### config.mk
export PLATFORM = sky130hd
export DESIGN_NAME = apb_sfr_bank_dbuf_flat
export DESIGN_NICKNAME = d
export VERILOG_FILES = /design/src/rtl/apb_sfr_bank_dbuf_pkg.sv /design/src/rtl/apb_sfr_bank_dbuf_if.sv /design/src/rtl/apb_sfr_bank_dbuf_xfer_fsm.sv /design/src/rtl/apb_sfr_bank_dbuf.sv /design/src/flat_wrapper.sv
export SDC_FILE = /design/constraint.sdc
export NUM_CORES = 1
export LEC_CHECK = 0
export ABC_AREA = 0
export BUFFER_PORTS_ARGS = -buffer_cell sky130_fd_sc_hd__buf_2
export CAP_MARGIN = 0
export CORE_MARGIN = 2
export CORE_UTILIZATION = 30
export DETAILED_ROUTE_END_ITERATION = 8
export PLACE_DENSITY = 0.45
export SYNTH_ARGS = -nofsm -noshare
export SYNTH_HDL_FRONTEND = slang
export SYNTH_SLANG_ARGS = --single-unit
### constraint.sdc
create_clock -name PCLK -period 4.5 [get_ports PCLK]
set_input_delay 0.45 -clock PCLK [delete_from_list [all_inputs] [get_ports PCLK]]
set_output_delay 0.45 -clock PCLK [all_outputs]
set_load 0.01 [all_outputs]
### src/rtl/apb_sfr_bank_dbuf_pkg.sv
// Shared types and constants for the double-buffered APB SFR bank.
// The optional IRQ feature is enabled with the APB_SFR_IRQ_EN macro.
package apb_sfr_pkg;

  localparam int unsigned APB_AW = 32;
  localparam int unsigned APB_DW = 32;
  localparam int unsigned APB_SW = APB_DW / 8;

  localparam int unsigned ACT_BASE_DEF = 32'h100;
  localparam int unsigned CTRL_OFS_DEF = 32'h80;

  localparam int unsigned CTRL_ARM     = 0;
  localparam int unsigned CTRL_FORCE   = 1;
  localparam int unsigned CTRL_IRQ_EN  = 2;
  localparam int unsigned CTRL_CMT_STS = 8;

  typedef enum logic [1:0] {IDLE, WAIT, RESP} xfer_state_e;

  typedef enum logic [1:0] {SHADOW, CTRL, ACTIVE, ERR} dec_e;

  // Request captured in the access phase
  typedef struct packed {
    logic              write;
    logic [APB_AW-1:0] addr;
    logic [APB_DW-1:0] wdata;
    logic [APB_SW-1:0] strb;
  } apb_req_t;

endpackage

### src/rtl/apb_sfr_bank_dbuf_if.sv
// APB bus bundle between the master and the SFR bank.
interface apb_sfr_bank_dbuf_if;
  import apb_sfr_pkg::*;

  logic              i_PSEL;
  logic              i_PEN;
  logic              i_PWRITE;
  logic [APB_AW-1:0] i_PADDR;
  logic [APB_DW-1:0] i_PWDATA;
  logic [APB_SW-1:0] i_PSTRB;
  logic [APB_DW-1:0] o_PRDATA;
  logic              o_PREADY;
  logic              o_PSLVERR;

  modport master (
    output i_PSEL, i_PEN, i_PWRITE, i_PADDR, i_PWDATA, i_PSTRB,
    input  o_PRDATA, o_PREADY, o_PSLVERR
  );

  modport slave (
    input  i_PSEL, i_PEN, i_PWRITE, i_PADDR, i_PWDATA, i_PSTRB,
    output o_PRDATA, o_PREADY, o_PSLVERR
  );
endinterface

### src/rtl/apb_sfr_bank_dbuf_xfer_fsm.sv
// APB transfer sequencer: wait-state counter, PREADY and the single-cycle
// access strobe on which the register bank applies side effects.
module apb_sfr_xfer_fsm
  import apb_sfr_pkg::*;
#(
  parameter int unsigned WAIT_CYCLES = 1
) (
  input  logic clk_i,
  input  logic rst_ni,
  input  logic psel_i,
  input  logic pen_i,
  output logic cap_o,
  output logic acc_o,
  output logic pready_o
);

  localparam int unsigned CNT_W = 4;

  xfer_state_e      state_q, state_d;
  logic [CNT_W-1:0] cnt_q, cnt_d;
  logic             pready_q;

  always_ff @(posedge clk_i or negedge rst_ni) begin
    if (!rst_ni) begin
      state_q  <= IDLE;
      cnt_q    <= '0;
      pready_q <= 1'b0;
    end else begin
      state_q  <= state_d;
      cnt_q    <= cnt_d;
      pready_q <= (state_d == RESP);
    end
  end

  always_comb begin
    state_d = state_q;
    cnt_d   = cnt_q;
    case (state_q)
      IDLE: begin
        if (psel_i && pen_i) begin
          cnt_d   = '0;
          state_d = (WAIT_CYCLES == 0) ? RESP : WAIT;
        end
      end
      WAIT: begin
        if (cnt_q == CNT_W'(WAIT_CYCLES - 1)) state_d = RESP;
        else                                  cnt_d   = cnt_q + CNT_W'(1);
      end
      RESP:    state_d = IDLE;
      default: state_d = IDLE;
    endcase
  end

  // Capture on the PEN cycle; access strobe on the edge that enters RESP
  always_comb begin
    cap_o = (state_q == IDLE) && psel_i && pen_i;
    acc_o = (state_d == RESP);
  end

  assign pready_o = pready_q;

endmodule

### src/rtl/apb_sfr_bank_dbuf.sv
// APB shadow/active SFR bank: software programs shadow, a commit copies it to
// active at frame start or on force. APB_SFR_IRQ_EN adds a commit interrupt.
module apb_sfr_bank_dbuf
  import apb_sfr_pkg::*;
#(
  parameter int unsigned NUM_REGS    = 8,
  parameter int unsigned DATA_W      = 32,
  parameter int unsigned WAIT_CYCLES = 1,
  parameter int unsigned ACT_BASE    = ACT_BASE_DEF,
  parameter int unsigned CTRL_OFS    = CTRL_OFS_DEF
) (
  input  logic                       PCLK,
  input  logic                       PRSTN,
  apb_sfr_bank_dbuf_if.slave         apb,
  input  logic                       i_frame_start,
  output logic [NUM_REGS*DATA_W-1:0] o_active,
  output logic                       o_commit_done,
  output logic                       o_pending
`ifdef APB_SFR_IRQ_EN
  ,
  output logic                       o_irq
`endif
);

  localparam int unsigned      IDX_W     = (NUM_REGS > 1) ? $clog2(NUM_REGS) : 1;
  localparam int unsigned      NBYTES    = DATA_W / 8;
  localparam logic [APB_AW-1:0] WIN_BYTES = APB_AW'(NUM_REGS * 4);

  logic              cap_c, acc_c, pready_c, copy_c, err_c;
  apb_req_t          req_q, req_c;
  dec_e              dec_c;
  logic [IDX_W-1:0]  idx_c;
  logic [APB_AW-1:0] act_off_c;
  logic [APB_DW-1:0] rdata_c, ctrl_rd_c;

  logic [DATA_W-1:0] shadow_q [NUM_REGS];
  logic [DATA_W-1:0] shadow_d [NUM_REGS];
  logic [DATA_W-1:0] active_q [NUM_REGS];
  logic [DATA_W-1:0] active_d [NUM_REGS];
  logic              pending_q, pending_d;
  logic              force_q, force_d;
  logic              commit_q, commit_d;
  logic              pslverr_q, pslverr_d;
  logic [APB_DW-1:0] prdata_q, prdata_d;
`ifdef APB_SFR_IRQ_EN
  logic              irq_en_q, irq_en_d;
  logic              sts_q, sts_d;
  logic              irq_q, irq_d;
`endif

  apb_sfr_xfer_fsm #(
    .WAIT_CYCLES (WAIT_CYCLES)
  ) u_xfer_fsm (
    .clk_i    (PCLK),
    .rst_ni   (PRSTN),
    .psel_i   (apb.i_PSEL),
    .pen_i    (apb.i_PEN),
    .cap_o    (cap_c),
    .acc_o    (acc_c),
    .pready_o (pready_c)
  );

  // With zero wait states the access edge is also the capture edge
  always_comb begin
    req_c = req_q;
    if (cap_c) begin
      req_c.write = apb.i_PWRITE;
      req_c.addr  = apb.i_PADDR;
      req_c.wdata = apb.i_PWDATA;
      req_c.strb  = apb.i_PSTRB;
    end
  end

  always_comb begin
    dec_c     = ERR;
    idx_c     = '0;
    act_off_c = req_c.addr - APB_AW'(ACT_BASE);
    if (req_c.addr[1:0] != 2'b00) begin
      dec_c = ERR;
    end else if (req_c.addr < WIN_BYTES) begin
      dec_c = SHADOW;
      idx_c = req_c.addr[2 +: IDX_W];
    end else if (req_c.addr == APB_AW'(CTRL_OFS)) begin
      dec_c = CTRL;
    end else if ((req_c.addr >= APB_AW'(ACT_BASE)) && (act_off_c < WIN_BYTES)) begin
      dec_c = ACTIVE;
      idx_c = act_off_c[2 +: IDX_W];
    end
  end

  assign err_c = (dec_c == ERR)
               | (req_c.write & (dec_c == ACTIVE))
               | (req_c.write & (req_c.strb == '0));

  always_comb begin
    ctrl_rd_c           = '0;
    ctrl_rd_c[CTRL_ARM] = pending_q;
`ifdef APB_SFR_IRQ_EN
    ctrl_rd_c[CTRL_IRQ_EN]  = irq_en_q;
    ctrl_rd_c[CTRL_CMT_STS] = sts_q;
`endif
    case (dec_c)
      SHADOW:  rdata_c = APB_DW'(shadow_q[idx_c]);
      CTRL:    rdata_c = ctrl_rd_c;
      ACTIVE:  rdata_c = APB_DW'(active_q[idx_c]);
      default: rdata_c = '0;
    endcase
  end

  assign copy_c = force_q | (i_frame_start & pending_q);

  // Copy uses pre-write shadow; an arm in the same cycle re-sets pending
  always_comb begin
    shadow_d  = shadow_q;
    active_d  = active_q;
    pending_d = pending_q;
    force_d   = 1'b0;
    commit_d  = 1'b0;
    prdata_d  = '0;
    pslverr_d = 1'b0;
`ifdef APB_SFR_IRQ_EN
    irq_en_d  = irq_en_q;
    sts_d     = sts_q;
`endif
    if (copy_c) begin
      active_d  = shadow_q;
      pending_d = 1'b0;
      commit_d  = 1'b1;
    end
    if (acc_c) begin
      pslverr_d = err_c;
      if (!req_c.write && !err_c) prdata_d = rdata_c;
      if (req_c.write && !err_c) begin
        if (dec_c == SHADOW) begin
          for (int b = 0; b < NBYTES; b++) begin
            if (req_c.strb[b]) shadow_d[idx_c][8*b +: 8] = req_c.wdata[8*b +: 8];
          end
        end else if (dec_c == CTRL) begin
          if (req_c.strb[0]) begin
            if (req_c.wdata[CTRL_ARM]) pending_d = 1'b1;
            force_d = req_c.wdata[CTRL_FORCE];
`ifdef APB_SFR_IRQ_EN
            irq_en_d = req_c.wdata[CTRL_IRQ_EN];
`endif
          end
`ifdef APB_SFR_IRQ_EN
          if (req_c.strb[1] && req_c.wdata[CTRL_CMT_STS]) sts_d = 1'b0;
`endif
        end
      end
    end
`ifdef APB_SFR_IRQ_EN
    if (copy_c) sts_d = 1'b1;
    irq_d = irq_en_d & sts_d;
`endif
  end

  always_ff @(posedge PCLK or negedge PRSTN) begin
    if (!PRSTN) begin
      for (int k = 0; k < NUM_REGS; k++) begin
        shadow_q[k] <= '0;
        active_q[k] <= '0;
      end
      req_q     <= '0;
      pending_q <= 1'b0;
      force_q   <= 1'b0;
      commit_q  <= 1'b0;
      pslverr_q <= 1'b0;
      prdata_q  <= '0;
`ifdef APB_SFR_IRQ_EN
      irq_en_q  <= 1'b0;
      sts_q     <= 1'b0;
      irq_q     <= 1'b0;
`endif
    end else begin
      shadow_q  <= shadow_d;
      active_q  <= active_d;
      if (cap_c) req_q <= req_c;
      pending_q <= pending_d;
      force_q   <= force_d;
      commit_q  <= commit_d;
      pslverr_q <= pslverr_d;
      prdata_q  <= prdata_d;
`ifdef APB_SFR_IRQ_EN
      irq_en_q  <= irq_en_d;
      sts_q     <= sts_d;
      irq_q     <= irq_d;
`endif
    end
  end

  for (genvar k = 0; k < NUM_REGS; k++) begin : g_act
    assign o_active[k*DATA_W +: DATA_W] = active_q[k];
  end

  assign apb.o_PRDATA  = prdata_q;
  assign apb.o_PREADY  = pready_c;
  assign apb.o_PSLVERR = pslverr_q;
  assign o_commit_done = commit_q;
  assign o_pending     = pending_q;
`ifdef APB_SFR_IRQ_EN
  assign o_irq         = irq_q;
`endif

endmodule

### src/flat_wrapper.sv
// flat-port wrapper written by rule: the top's interface ports become plain ports
module apb_sfr_bank_dbuf_flat import apb_sfr_pkg::*;
#(
  parameter int unsigned NUM_REGS    = 8,
  parameter int unsigned DATA_W      = 32,
  parameter int unsigned WAIT_CYCLES = 1,
  parameter int unsigned ACT_BASE    = ACT_BASE_DEF,
  parameter int unsigned CTRL_OFS    = CTRL_OFS_DEF
)
  (PCLK, PRSTN, i_frame_start, o_active, o_commit_done, o_pending, apb_i_PSEL, apb_i_PEN, apb_i_PWRITE, apb_i_PADDR, apb_i_PWDATA, apb_i_PSTRB, apb_o_PRDATA, apb_o_PREADY, apb_o_PSLVERR);
  apb_sfr_bank_dbuf_if apb_i ();
  input  logic PCLK;
  input  logic PRSTN;
  input  logic i_frame_start;
  output logic [NUM_REGS*DATA_W-1:0] o_active;
  output logic o_commit_done;
  output logic o_pending;
  input wire logic [$bits(apb_i.i_PSEL)-1:0] apb_i_PSEL;
  input wire logic [$bits(apb_i.i_PEN)-1:0] apb_i_PEN;
  input wire logic [$bits(apb_i.i_PWRITE)-1:0] apb_i_PWRITE;
  input wire logic [$bits(apb_i.i_PADDR)-1:0] apb_i_PADDR;
  input wire logic [$bits(apb_i.i_PWDATA)-1:0] apb_i_PWDATA;
  input wire logic [$bits(apb_i.i_PSTRB)-1:0] apb_i_PSTRB;
  output wire logic [$bits(apb_i.o_PRDATA)-1:0] apb_o_PRDATA;
  output wire logic [$bits(apb_i.o_PREADY)-1:0] apb_o_PREADY;
  output wire logic [$bits(apb_i.o_PSLVERR)-1:0] apb_o_PSLVERR;
  assign apb_i.i_PSEL = apb_i_PSEL;
  assign apb_i.i_PEN = apb_i_PEN;
  assign apb_i.i_PWRITE = apb_i_PWRITE;
  assign apb_i.i_PADDR = apb_i_PADDR;
  assign apb_i.i_PWDATA = apb_i_PWDATA;
  assign apb_i.i_PSTRB = apb_i_PSTRB;
  assign apb_o_PRDATA = apb_i.o_PRDATA;
  assign apb_o_PREADY = apb_i.o_PREADY;
  assign apb_o_PSLVERR = apb_i.o_PSLVERR;
  apb_sfr_bank_dbuf #(.NUM_REGS(NUM_REGS), .DATA_W(DATA_W), .WAIT_CYCLES(WAIT_CYCLES), .ACT_BASE(ACT_BASE), .CTRL_OFS(CTRL_OFS)) u_core (.PCLK(PCLK), .PRSTN(PRSTN), .apb(apb_i), .i_frame_start(i_frame_start), .o_active(o_active), .o_commit_done(o_commit_done), .o_pending(o_pending));
endmodule
==> impl_metrics.csv <==
group,metric,value,unit
status,status,"complete, no violations",
grt,grt_pass1_wl,161,mm
critical_path,timing.critical_path.to,"u_core.shadow_q[192]",
sta,hold_slack,0.0469,ns
sta,min_period,3.56,ns
drt,drt_pass1_iterations,8,
yosys,synth_mux_area_share,11.6,%
cells_and_area,drive_gt1_share,26.5,%
yosys,post-synth-top-count-cell,"nand2_1",
yosys,synth_top_family_by_area,"simple AND/OR/NAND/NOR gates",
yosys,synth-compound-area-share,8.95,%
yosys,synth_top_area_share,57.5,%
yosys,synth-main-ff-cell,"dfrtp_1",
sta,clock.fmax,281,MHz
drt,vias,22629,
power,vdd_drop_max,347,uV
yosys,synth_top_cell_by_area,"dfrtp_1",
grt,overflow,0,
yosys,async_flop_share,100,%
clock_tree,post_cts_buffers,0,
critical_path,critPathRequiredTime,4.98,ns
clock_tree,h-tree-depth,3,
yosys,synth_fa_ha_area_share,0.0922,%
cells_and_area,fin_nets,3174,
die,core,89900,um^2
critical_path,r2r_start,"u_core.u_xfer_fsm.state_q[0]",
grt,antenna_found_initial,3,
power,cellPowerDensity,528,nW/um^2
sta,timing.final.crit_share,79.1,%
sta,finClkSkew,0.0254,ns
grt,grt_max_degree,151,
drt,finalWirelength,109,mm
cells_and_area,syn_to_final_growth,21.6,%
clock_tree,clock_path_buffers,3,
critical_path,start_kind,"flop",
clock_tree,cts_tree,"built",
clock_tree,cts-buffers-inserted,73,
clock_tree,ctsResizeCount,0,
clock_tree,cts_root_buffer,"clkbuf_16",
critical_path,crit_fanout,27,
critical_path,rr_worst_depth,8,
yosys,yosys_register_bits,624,
sta,slew_headroom,34.8,%
sta,tightest_slew,0.976,ns
yosys,syn_area_per_cell,9.89,um^2
critical_path,r2r-end,"u_core.shadow_q[192]",
drt,viasPerCell,5.24,
sta,fin_tns_setup,0,ns
grt,grt_usage,23.3,%
drt,route.detailed.drc,0,
yosys,syn_area,27100,um^2
yosys,seq_area_frac_synth,57.5,%
yosys,synthTopCellsByArea,"dfrtp_1 58%, nand2_1 15%, mux2_2 10%, o22ai_1 3.3%, clkbuf_1 1.8%",
placed_design,gp_congestion,0.857,
die,std_cell_rows,110,
yosys,ys_types,61,
sta,finalSetupViolCount,0,
die,die_h,305,um
sta,hold_viol,0,
placed_design,port_buffers,365,
yosys,synthSimpleGateAreaFrac,19.4,%
placed_design,dp_hpwl,73.3,mm
sta,rsz0062_at_grt,"no",
drt,dr.first_iter.drc_count,1876,
die,start_util,30.2,%
yosys,ys_warn_count,0,
clock_tree,worstSkewPairLatency,0.61,ns
critical_path,critical_path_arrival,4.04,ns
worst_hold_path,hold_class,"primary input to flop",
critical_path,cp-end-kind,"flop",
yosys,syn-num-nets,2821,
die,fp.dieArea,92900,um^2
power,p_leak,17.5,nW
grt,first_global_vias,23059,
clock_tree,cts_num_sinks,624,
critical_path,startpoint,"u_core.u_xfer_fsm.state_q[0]",
run,max_cap_viol_count,0,
drt,antenna_left,0,
yosys,synth-xor-area-share,0.194,%
yosys,netlist_instances,2745,
die,io_pins,366,
drt,routedWlPerCell,25.3,um
sta,drv_slew,0,
clock_tree,hold_buffers,1,
yosys,synth_common_cells,"1097 x nand2_1, 624 x dfrtp_1, 241 x mux2_2",
critical_path,regToRegSetupSlack,0.94,ns
clock_tree,path_clk_slew,0.06,ns
yosys,synth-edff-count,0,
critical_path,path_class,"flop to flop",
die,die_w,305,um
## logic make-up (layout without fill, tap and decap cells)
kind of cell    Yosys count  in the layout
simple gates           1307           1307
flops                   624            624
compound gates          363            363
mux                     281            281
buf+inv                 162            561
xor+xnor                  6              6
fa+ha+maj                 2              2
other cells               0              1
## report_power, final
part	switching [mW]	leakage (nW)	internal, mW	total (mW)
Clock	2.39	1.15	3.47	5.86
Combinational	3.82	7.77	1.60	5.42
Sequential	0.217	8.60	5.94	6.16
Total	6.43	17.5	11.0	17.4
## per-stage QoR
stage	setup WS, ns	std cells	util [%]	instance area [um^2]	power, mW
final	0.942	4321	36.7	33000	17.4
after global routing	0.746	4320	36.7	33000	18.2
after CTS	0.920	4320	36.7	33000	17.6
after detailed placement	0.864	4198	34.1	30700	11.6
after global placement	0.900	4198	34.1	30700	11.6
after floorplan	1.69	2745	-	27100	9.13
## metal layers
metal | track usage (%) | share of wire, % | up-vias
met3 | 4.08 | 6.0 | 153
met4 | 6.53 | 2.4 | 0
li1 | - | - | 10054
met2 | 38.0 | 48 | 847
met5 | 0 | 0 | -
met1 | 31.8 | 44 | 11575
## cell usage in the layout, fill, tap and decap left out, types with 6 or more instances in the layout
cell | netlist | final
a221oi_1 | 9 | 9
clkinv_2 | 0 | 10
buf_4 | 0 | 48
nand3_1 | 18 | 18
mux2_2 | 241 | 241
a31oi_1 | 26 | 24
mux2_1 | 22 | 22
buf_12 | 0 | 12
mux2i_4 | 0 | 7
clkbuf_8 | 0 | 15
inv_1 | 10 | 10
a21oi_1 | 8 | 7
a32oi_1 | 35 | 35
nor2_1 | 91 | 91
o21ai_0 | 67 | 67
buf_2 | 9 | 364
nand2_2 | 32 | 34
o22a_1 | 11 | 11
nor3_1 | 21 | 21
o22ai_1 | 143 | 143
nand2_1 | 1097 | 1095
a211oi_1 | 6 | 6
clkbuf_16 | 0 | 77
dfrtp_1 | 624 | 624
clkbuf_1 | 129 | 13
mux2i_1 | 18 | 11
o211ai_1 | 37 | 37
## how the worst min path moves through the flow
stage / from / endpoint / slack (ns) / cells past startpoint
6_report: apb_i_PADDR[24] / u_core.req_q[60] / 0.05 / 3
5_1_grt: apb_i_PADDR[23] / u_core.req_q[59] / 0.04 / 3
4_1_cts: apb_i_PADDR[24] / u_core.req_q[60] / 0.01 / 3
3_5_place_dp: u_core.req_q[41] / u_core.req_q[41] / 0.47 / 2
3_3_place_gp: u_core.req_q[41] / u_core.req_q[41] / 0.46 / 2
2_1_floorplan: PRSTN / u_core.apb.o_PRDATA[0] / 0.15 / 0
## cell type report
class	instances	area [um^2]
inverter	14	60.1
timing repair buffer	426	2450
multi-input combinational	1959	11100
antenna	1	2.50
tap	1176	1470
clock inverter	16	146
sequential	624	15600
clock buffer	105	2180
fill	9044	56900
## sequential cells by signal, summed over array words and instances (netlist names)
| signal | count |
|---|---|
| u_core.o_active | 256 |
| u_core.shadow_q | 256 |
| u_core.req_q | 69 |
| u_core.apb.o_PRDATA | 32 |
| u_core.u_xfer_fsm.cnt_q | 4 |
| u_core.u_xfer_fsm.state_q | 2 |
| u_core.apb.o_PSLVERR | 1 |
| u_core.force_q | 1 |
| u_core.o_commit_done | 1 |
| u_core.o_pending | 1 |
| u_core.u_xfer_fsm.pready_o | 1 |
## critical path, stage by stage, from the launching register on
cell       delay (ns)
dfrtp_1          0.42
nand4bb_4        0.21
buf_4            0.41
nand4b_1         0.28
nor4_4           0.29
o211ai_2         0.45
nor3_4           0.55
nand2_2          0.39
mux2_2           0.40
No activity file was read; power rests on OpenSTA's default activity.
